$ cat config.mk
export PLATFORM = sky130hd
export DESIGN_NAME = monitor_init_sequencer_flat
export DESIGN_NICKNAME = d
export VERILOG_FILES = /design/src/rtl/monitor_init_sequencer_pkg.sv /design/src/rtl/monitor_init_sequencer_if.sv /design/src/rtl/monitor_sync_2ff.sv /design/src/rtl/monitor_init_sequencer.sv /design/src/flat_wrapper.sv
export SDC_FILE = /design/constraint.sdc
export NUM_CORES = 1
export LEC_CHECK = 0
export ABC_CLOCK_PERIOD_IN_PS = 1400
export BUFFER_PORTS_ARGS = -buffer_cell sky130_fd_sc_hd__buf_2
export CORE_MARGIN = 4
export CORE_UTILIZATION = 38
export DETAILED_ROUTE_END_ITERATION = 6
export GPL_TIMING_DRIVEN = 0
export PLACE_DENSITY = 0.62
export SYNTH_ARGS = -nofsm -noshare
export SYNTH_HDL_FRONTEND = slang
export SYNTH_HIERARCHICAL = 1
export SYNTH_SLANG_ARGS = --single-unit
$ cat constraint.sdc
create_clock -name CLK -period 1.4 [get_ports CLK]
set_clock_uncertainty 0.15 [all_clocks]
set_input_delay 0.14 -clock CLK [delete_from_list [all_inputs] [get_ports CLK]]
set_output_delay 0.14 -clock CLK [all_outputs]
set_load 0.03 [all_outputs]
$ cat src/rtl/monitor_init_sequencer_pkg.sv
// Shared types for the init-monitor bring-up sequencer: FSM state encoding
// and synchroniser depth.
package monitor_init_seq_pkg;

    localparam int SYNC_STAGES = 2;

    typedef enum logic [2:0] {
        WAIT_POR   = 3'd0,
        WAIT_INIT  = 3'd1,
        WAIT_CALIB = 3'd2,
        RELEASE    = 3'd3,
        RUN        = 3'd4,
        FAULT_ST   = 3'd5
    } seq_state_e;

endpackage

$ cat src/rtl/monitor_init_sequencer_if.sv
// Status inputs and staged-reset/status outputs of the bring-up sequencer.
// The master side drives the init-monitor flags; the slave side is the sequencer.
interface monitor_init_sequencer_if #(
    parameter int N_STAGES = 4
);
    logic                FABRIC_POR_N;
    logic                DEVICE_INIT_DONE;
    logic                BANK_0_CALIB_STATUS;
    logic                BANK_1_CALIB_STATUS;
    logic                FAULT_CLEAR;
    logic [N_STAGES-1:0] STAGE_RESET_N;
    logic                READY;
    logic                FAULT;
    logic [2:0]          STATE;

    modport master (
        output FABRIC_POR_N, DEVICE_INIT_DONE, BANK_0_CALIB_STATUS,
               BANK_1_CALIB_STATUS, FAULT_CLEAR,
        input  STAGE_RESET_N, READY, FAULT, STATE
    );

    modport slave (
        input  FABRIC_POR_N, DEVICE_INIT_DONE, BANK_0_CALIB_STATUS,
               BANK_1_CALIB_STATUS, FAULT_CLEAR,
        output STAGE_RESET_N, READY, FAULT, STATE
    );
endinterface

$ cat src/rtl/monitor_sync_2ff.sv
// Single-bit multi-flop synchroniser for an asynchronous level into clk,
// cleared to 0 by the synchronous active-high reset.
module monitor_sync_2ff
    import monitor_init_seq_pkg::*;
(
    input  logic clk,
    input  logic srst,
    input  logic d,
    output logic q
);
    logic [SYNC_STAGES-1:0] sync_q;
    logic [SYNC_STAGES-1:0] sync_d;

    always_comb begin
        sync_d = {sync_q[SYNC_STAGES-2:0], d};
    end

    always_ff @(posedge clk) begin
        if (srst) sync_q <= '0;
        else      sync_q <= sync_d;
    end

    assign q = sync_q[SYNC_STAGES-1];
endmodule

$ cat src/rtl/monitor_init_sequencer.sv
// Post-configuration bring-up sequencer: waits for POR, init done and bank
// calibration, then releases staged resets. Optional watchdog: INIT_SEQ_TIMEOUT_EN.
module monitor_init_sequencer
    import monitor_init_seq_pkg::*;
#(
    parameter int N_STAGES       = 4,
    parameter int STAGE_GAP      = 16,
    parameter int TIMEOUT_CYCLES = 1000000
) (
    input logic CLK,
    input logic RESET,
    monitor_init_sequencer_if.slave bus
);
    localparam int GAP_W = (STAGE_GAP > 1) ? $clog2(STAGE_GAP) : 1;
    localparam logic [GAP_W-1:0] GAP_LAST = GAP_W'(STAGE_GAP - 1);

    logic [3:0] raw_in;
    logic [3:0] sync_out;

    assign raw_in = {bus.BANK_1_CALIB_STATUS, bus.BANK_0_CALIB_STATUS,
                     bus.DEVICE_INIT_DONE, bus.FABRIC_POR_N};

    for (genvar gi = 0; gi < 4; gi++) begin : g_sync
        monitor_sync_2ff u_sync (
            .clk  (CLK),
            .srst (RESET),
            .d    (raw_in[gi]),
            .q    (sync_out[gi])
        );
    end

    logic por_ok, init_ok, calib_ok;
    assign por_ok   = sync_out[0];
    assign init_ok  = sync_out[1];
    assign calib_ok = sync_out[2] & sync_out[3];

    seq_state_e          state_q, state_d;
    logic [N_STAGES-1:0] stage_q, stage_d, stage_next;
    logic [GAP_W-1:0]    gap_q, gap_d;
    logic                ready_q, ready_d;
    logic                fault_q, fault_d;

`ifdef INIT_SEQ_TIMEOUT_EN
    localparam int WD_W = $clog2(TIMEOUT_CYCLES + 1);
    logic [WD_W-1:0] wd_q, wd_d;
`else
    localparam int unused_timeout_cycles = TIMEOUT_CYCLES;
    logic unused_fault_clear;
    assign unused_fault_clear = bus.FAULT_CLEAR;
`endif

    always_comb begin
        state_d = state_q;
        stage_d = stage_q;
        gap_d   = '0;
        // Stage vector is a thermometer code, so OR-ing in (x+1) lights the next bit.
        stage_next = stage_q | (stage_q + N_STAGES'(1));

        case (state_q)
            WAIT_POR: begin
                if (por_ok) state_d = WAIT_INIT;
            end
            WAIT_INIT: begin
                if (!por_ok)      state_d = WAIT_POR;
                else if (init_ok) state_d = WAIT_CALIB;
            end
            WAIT_CALIB: begin
                if (!por_ok)       state_d = WAIT_POR;
                else if (!init_ok) state_d = WAIT_INIT;
                else if (calib_ok) state_d = RELEASE;
            end
            RELEASE, RUN: begin
                if (!por_ok)        state_d = WAIT_POR;
                else if (!init_ok)  state_d = WAIT_INIT;
                else if (!calib_ok) state_d = WAIT_CALIB;
                else if (state_q == RELEASE) begin
                    if (gap_q == GAP_LAST) begin
                        stage_d = stage_next;
                        if (stage_next[N_STAGES-1]) state_d = RUN;
                    end else begin
                        gap_d = gap_q + GAP_W'(1);
                    end
                end
            end
            FAULT_ST: begin
`ifdef INIT_SEQ_TIMEOUT_EN
                if (bus.FAULT_CLEAR) state_d = WAIT_POR;
`else
                state_d = WAIT_POR;
`endif
            end
            default: state_d = WAIT_POR;
        endcase

`ifdef INIT_SEQ_TIMEOUT_EN
        wd_d = '0;
        if (state_q == WAIT_POR || state_q == WAIT_INIT || state_q == WAIT_CALIB) begin
            wd_d = wd_q + WD_W'(1);
            if (wd_d == WD_W'(TIMEOUT_CYCLES)) state_d = FAULT_ST;
        end
`endif

        // Any non-releasing destination (loss, fault, waits) asserts every stage.
        if (state_d != RELEASE && state_d != RUN) stage_d = '0;
        ready_d = (state_d == RUN);
        fault_d = (state_d == FAULT_ST);
    end

    always_ff @(posedge CLK) begin
        if (RESET) begin
            state_q <= WAIT_POR;
            stage_q <= '0;
            gap_q   <= '0;
            ready_q <= 1'b0;
            fault_q <= 1'b0;
        end else begin
            state_q <= state_d;
            stage_q <= stage_d;
            gap_q   <= gap_d;
            ready_q <= ready_d;
            fault_q <= fault_d;
        end
    end

`ifdef INIT_SEQ_TIMEOUT_EN
    always_ff @(posedge CLK) begin
        if (RESET) wd_q <= '0;
        else       wd_q <= wd_d;
    end
    assign bus.FAULT = fault_q;
`else
    logic unused_fault_q;
    assign unused_fault_q = fault_q;
    assign bus.FAULT = 1'b0;
`endif

    assign bus.STAGE_RESET_N = stage_q;
    assign bus.READY         = ready_q;
    assign bus.STATE         = state_q;
endmodule
$ cat src/flat_wrapper.sv
// flat-port wrapper written by rule: the top's interface ports become plain ports
module monitor_init_sequencer_flat import monitor_init_seq_pkg::*;
#(
    parameter int N_STAGES       = 4,
    parameter int STAGE_GAP      = 16,
    parameter int TIMEOUT_CYCLES = 1000000
)
  (CLK, RESET, bus_FABRIC_POR_N, bus_DEVICE_INIT_DONE, bus_BANK_0_CALIB_STATUS, bus_BANK_1_CALIB_STATUS, bus_FAULT_CLEAR, bus_STAGE_RESET_N, bus_READY, bus_FAULT, bus_STATE);
  monitor_init_sequencer_if #(.N_STAGES(N_STAGES)) bus_i ();
  input logic CLK;
  input logic RESET;
  input wire logic [$bits(bus_i.FABRIC_POR_N)-1:0] bus_FABRIC_POR_N;
  input wire logic [$bits(bus_i.DEVICE_INIT_DONE)-1:0] bus_DEVICE_INIT_DONE;
  input wire logic [$bits(bus_i.BANK_0_CALIB_STATUS)-1:0] bus_BANK_0_CALIB_STATUS;
  input wire logic [$bits(bus_i.BANK_1_CALIB_STATUS)-1:0] bus_BANK_1_CALIB_STATUS;
  input wire logic [$bits(bus_i.FAULT_CLEAR)-1:0] bus_FAULT_CLEAR;
  output wire logic [$bits(bus_i.STAGE_RESET_N)-1:0] bus_STAGE_RESET_N;
  output wire logic [$bits(bus_i.READY)-1:0] bus_READY;
  output wire logic [$bits(bus_i.FAULT)-1:0] bus_FAULT;
  output wire logic [$bits(bus_i.STATE)-1:0] bus_STATE;
  assign bus_i.FABRIC_POR_N = bus_FABRIC_POR_N;
  assign bus_i.DEVICE_INIT_DONE = bus_DEVICE_INIT_DONE;
  assign bus_i.BANK_0_CALIB_STATUS = bus_BANK_0_CALIB_STATUS;
  assign bus_i.BANK_1_CALIB_STATUS = bus_BANK_1_CALIB_STATUS;
  assign bus_i.FAULT_CLEAR = bus_FAULT_CLEAR;
  assign bus_STAGE_RESET_N = bus_i.STAGE_RESET_N;
  assign bus_READY = bus_i.READY;
  assign bus_FAULT = bus_i.FAULT;
  assign bus_STATE = bus_i.STATE;
  monitor_init_sequencer #(.N_STAGES(N_STAGES), .STAGE_GAP(STAGE_GAP), .TIMEOUT_CYCLES(TIMEOUT_CYCLES)) u_core (.CLK(CLK), .RESET(RESET), .bus(bus_i));
endmodule
==> results_dict.tcl <==
set metrics [dict create \
    cts.sinks 20 \
    die_x_um 52.2 \
    ys.flop_type "dfxtp_1" \
    crit_fanout 4 \
    rr_worst_depth 6 \
    via_count 644 \
    drc 0 \
    drt_iter0_drc 8 \
    drtAntennaViolNets 0 \
    tns_ns -0.424 \
    cts_root_buf "clkbuf_4" \
    cap_viol_max_count 0 \
    peakVddDrop_uv 825 \
    dr.pass1.iters 4 \
    finalSetupViolCount 5 \
    hold_path.class "in -> reg" \
    vias_per_cell 4.99 \
    routedWlPerCell_um 12.0 \
    crit_required_ns 1.46 \
    min_period_ns 1.51 \
    nets 113 \
    clk_latency_ns 0.30 \
    status "complete, but fails checks" \
    cts_tree "built" \
    synth_edf_count 0 \
    fmax_ghz 0.663 \
    async_reset_ff_share_pct 0 \
    cts_buffers 3 \
    final_cell_mix "buf_2, dfxtp_1, nor2_1" \
    portBuffers 13 \
    multiInputGateArea_sq_um 467 \
    synthesis.nets 84 \
    ys_ff_latch 20 \
    cp-startpoint "u_core/bus.STATE[2]$_SDFF_PP0_" \
    final_common_cell "buf_2" \
    rsz0062_at_grt "yes" \
    endpoint_kind "flop" \
    yosysWarnings 6 \
    whs_endpoint "u_core/g_sync[0].u_sync/sync_q[0]$_SDFF_PP0_" \
    yosysUniqueCellTypes 28 \
    post-route-util_pct 65.1 \
    antennaDiodeCount 0 \
    seqPwrFrac_pct 53.0 \
    syn2layout_area_growth_pct 56.8 \
    die_area_sq_um 2720 \
    post-route-period-util_pct 108 \
    violations "negative hold slack, negative setup slack" \
    report.final.slew_viol_count 0 \
    io-pin-count 16 \
    drt_wl_total_mm 1.55 \
    seq_area_sq_um 423 \
    cp-start-kind "flop" \
    initial_core_util_pct 41.5 \
    p_switching_w 0.000202 \
    syn_area_sq_um 741 \
    p_clk_share_pct 42.4 \
    power_frac_comb_pct 4.6 \
    hold_viol 1 \
    fillers 137 \
    arrival_ns 1.56 \
    leakagePower_nw 0.487 \
    grt_first_pass_wirelength_mm 2.66 \
    path_clk_slew_ns 0.11 \
    core_sq_um 1780 \
    setup_ws_ns -0.109 \
    clk_path_buf_depth 2 \
    p_int_w 0.000894 \
    antenna_found_initial 0 \
    min_from "RESET" \
    path_class "reg -> reg" \
    rrSetupSlack_ns -0.11 \
    overflow 0 \
    whs_ns -0.0217 \
    syn_inst 76 \
    die_y_um 52.2 \
    num_rows 15 \
    synth_area_per_cell_sq_um 9.75 \
    grt_pass1_vias 599 \
    hold_depth 2 \
    dp_hpwl_um 954 \
    r2r-end "u_core/bus.STAGE_RESET_N[3]$_SDFFE_PP0P_" \
    grt_max_degree 13 \
    drive_above_1_share_pct 45.2 \
    switching_share_pct 18.4 \
    r2r_start "u_core/bus.STATE[2]$_SDFF_PP0_" \
    synth-seq-area-share_pct 54.1 \
    h-tree-depth 1 \
    grtUsageTotal_pct 13.7 \
    gp_congestion 0.863 \
    cellPowerDensity_nw_per_um2 944 \
]
[logic make-up (layout without fill, tap and decap cells)]
family | Yosys count | in the layout | share of synthesized area (%)
AND/OR/NAND/NOR | 37 | 37 | 27.5
flip-flops | 20 | 20 | 54.1
AO/OA/AOI/OAI | 12 | 12 | 11.8
buffers and inverters | 3 | 31 | 2.03
XOR/XNOR | 2 | 2 | 2.37
adder cells (fa/ha/maj) | 1 | 1 | 1.69
other | 1 | 1 | 0.506
[power groups by stage]
stage	logic (W)	registers (W)	clock network [W]
after floorplan	0.0000164	0.000596	0
after global placement	0.0000291	0.000595	0
after detailed placement	0.0000298	0.000596	0
after CTS	0.0000499	0.000584	0.000477
after global routing	0.0000563	0.000582	0.000499
final	0.0000505	0.000581	0.000465
[repair_timing]
item / in CTS / in global routing
pin swaps: 5 / 8
hold buffers: 9 / 1
endpoints found under the setup margin: 9 / 11
endpoints found under the hold margin: 8 / 1
setup buffers: 1 / 2
resized for setup: 10 / 10
[through the flow]
step                      hold slack (ns)  std cells  power (W)  setup slack [ns]  area (sq um)
after global placement              0.198        114   0.000624           -0.0981           913
after global routing              0.00504        129    0.00114            -0.158          1160
final                             -0.0217        129    0.00110            -0.109          1160
after detailed placement            0.205        114   0.000625            -0.106           913
after floorplan                    0.0616         76   0.000612           0.00572           817
after CTS                          0.0626        128    0.00111           -0.0605          1110
[worst max-delay path by stage]
stage	end	slack, ns	cells past startpoint
3_3_place_gp	u_core/bus.STAGE_RESET_N[1]$_SDFFE_PP0P_	-0.1	5
2_1_floorplan	u_core/bus.STAGE_RESET_N[0]$_SDFFE_PP0P_	0.006	6
3_5_place_dp	u_core/bus.STAGE_RESET_N[1]$_SDFFE_PP0P_	-0.11	5
5_1_grt	u_core/bus.STAGE_RESET_N[2]$_SDFFE_PP0P_	-0.16	6
6_report	u_core/bus.STAGE_RESET_N[3]$_SDFFE_PP0P_	-0.11	6
4_1_cts	u_core/bus.STAGE_RESET_N[3]$_SDFFE_PP0P_	-0.06	5
[sequential cells by signal, summed over array words and instances (netlist names)]
name and cells:
u_core/bus.STAGE_RESET_N 4, u_core/bus.STATE 3, u_core/bus.READY 1, u_core/gap_q 4, u_core/g_sync.u_sync/sync_q 8
[synth_stat cells, types with 2 or more instances]
cell | n | area (sq um)
a21oi_2 | 2 | 17.5
nor3_1 | 2 | 10.0
nor2b_1 | 8 | 50.1
a31oi_1 | 3 | 18.8
nand2_1 | 5 | 18.8
o21a_1 | 2 | 15.0
nand3_1 | 2 | 10.0
inv_1 | 2 | 7.51
nor4_1 | 2 | 12.5
nor2_1 | 10 | 37.5
dfxtp_1 | 20 | 400
o21ai_0 | 2 | 10.0
[cell type report]
cell class | count | area share (%)
Multi-Input combinational cell | 53 | 40.2
Sequential cell | 20 | 36.4
Timing Repair Buffer | 24 | 14.9
Tap cell | 25 | 2.69
Clock inverter | 1 | 2.59
Clock buffer | 3 | 1.94
Buffer | 1 | 0.647
Inverter | 2 | 0.647
[metal layers]
| layer | part of all wire (%) | up-vias | GRT usage (%) |
|---|---|---|---|
| li1 | - | 320 | - |
| met1 | 41 | 299 | 15.7 |
| met2 | 50 | 20 | 22.6 |
| met3 | 6.8 | 5 | 6.02 |
| met4 | 2.3 | 0 | 4.68 |
| met5 | 0 | - | 0 |
[critical path: stages (launching register included)]
cell and delay, ns:
dfxtp_4 0.37, buf_4 0.14, or3_4 0.32, nand2_1 0.13, nor3_4 0.07, a21oi_4 0.17, nor2_1 0.06
No activity file was read; power rests on OpenSTA's default activity.
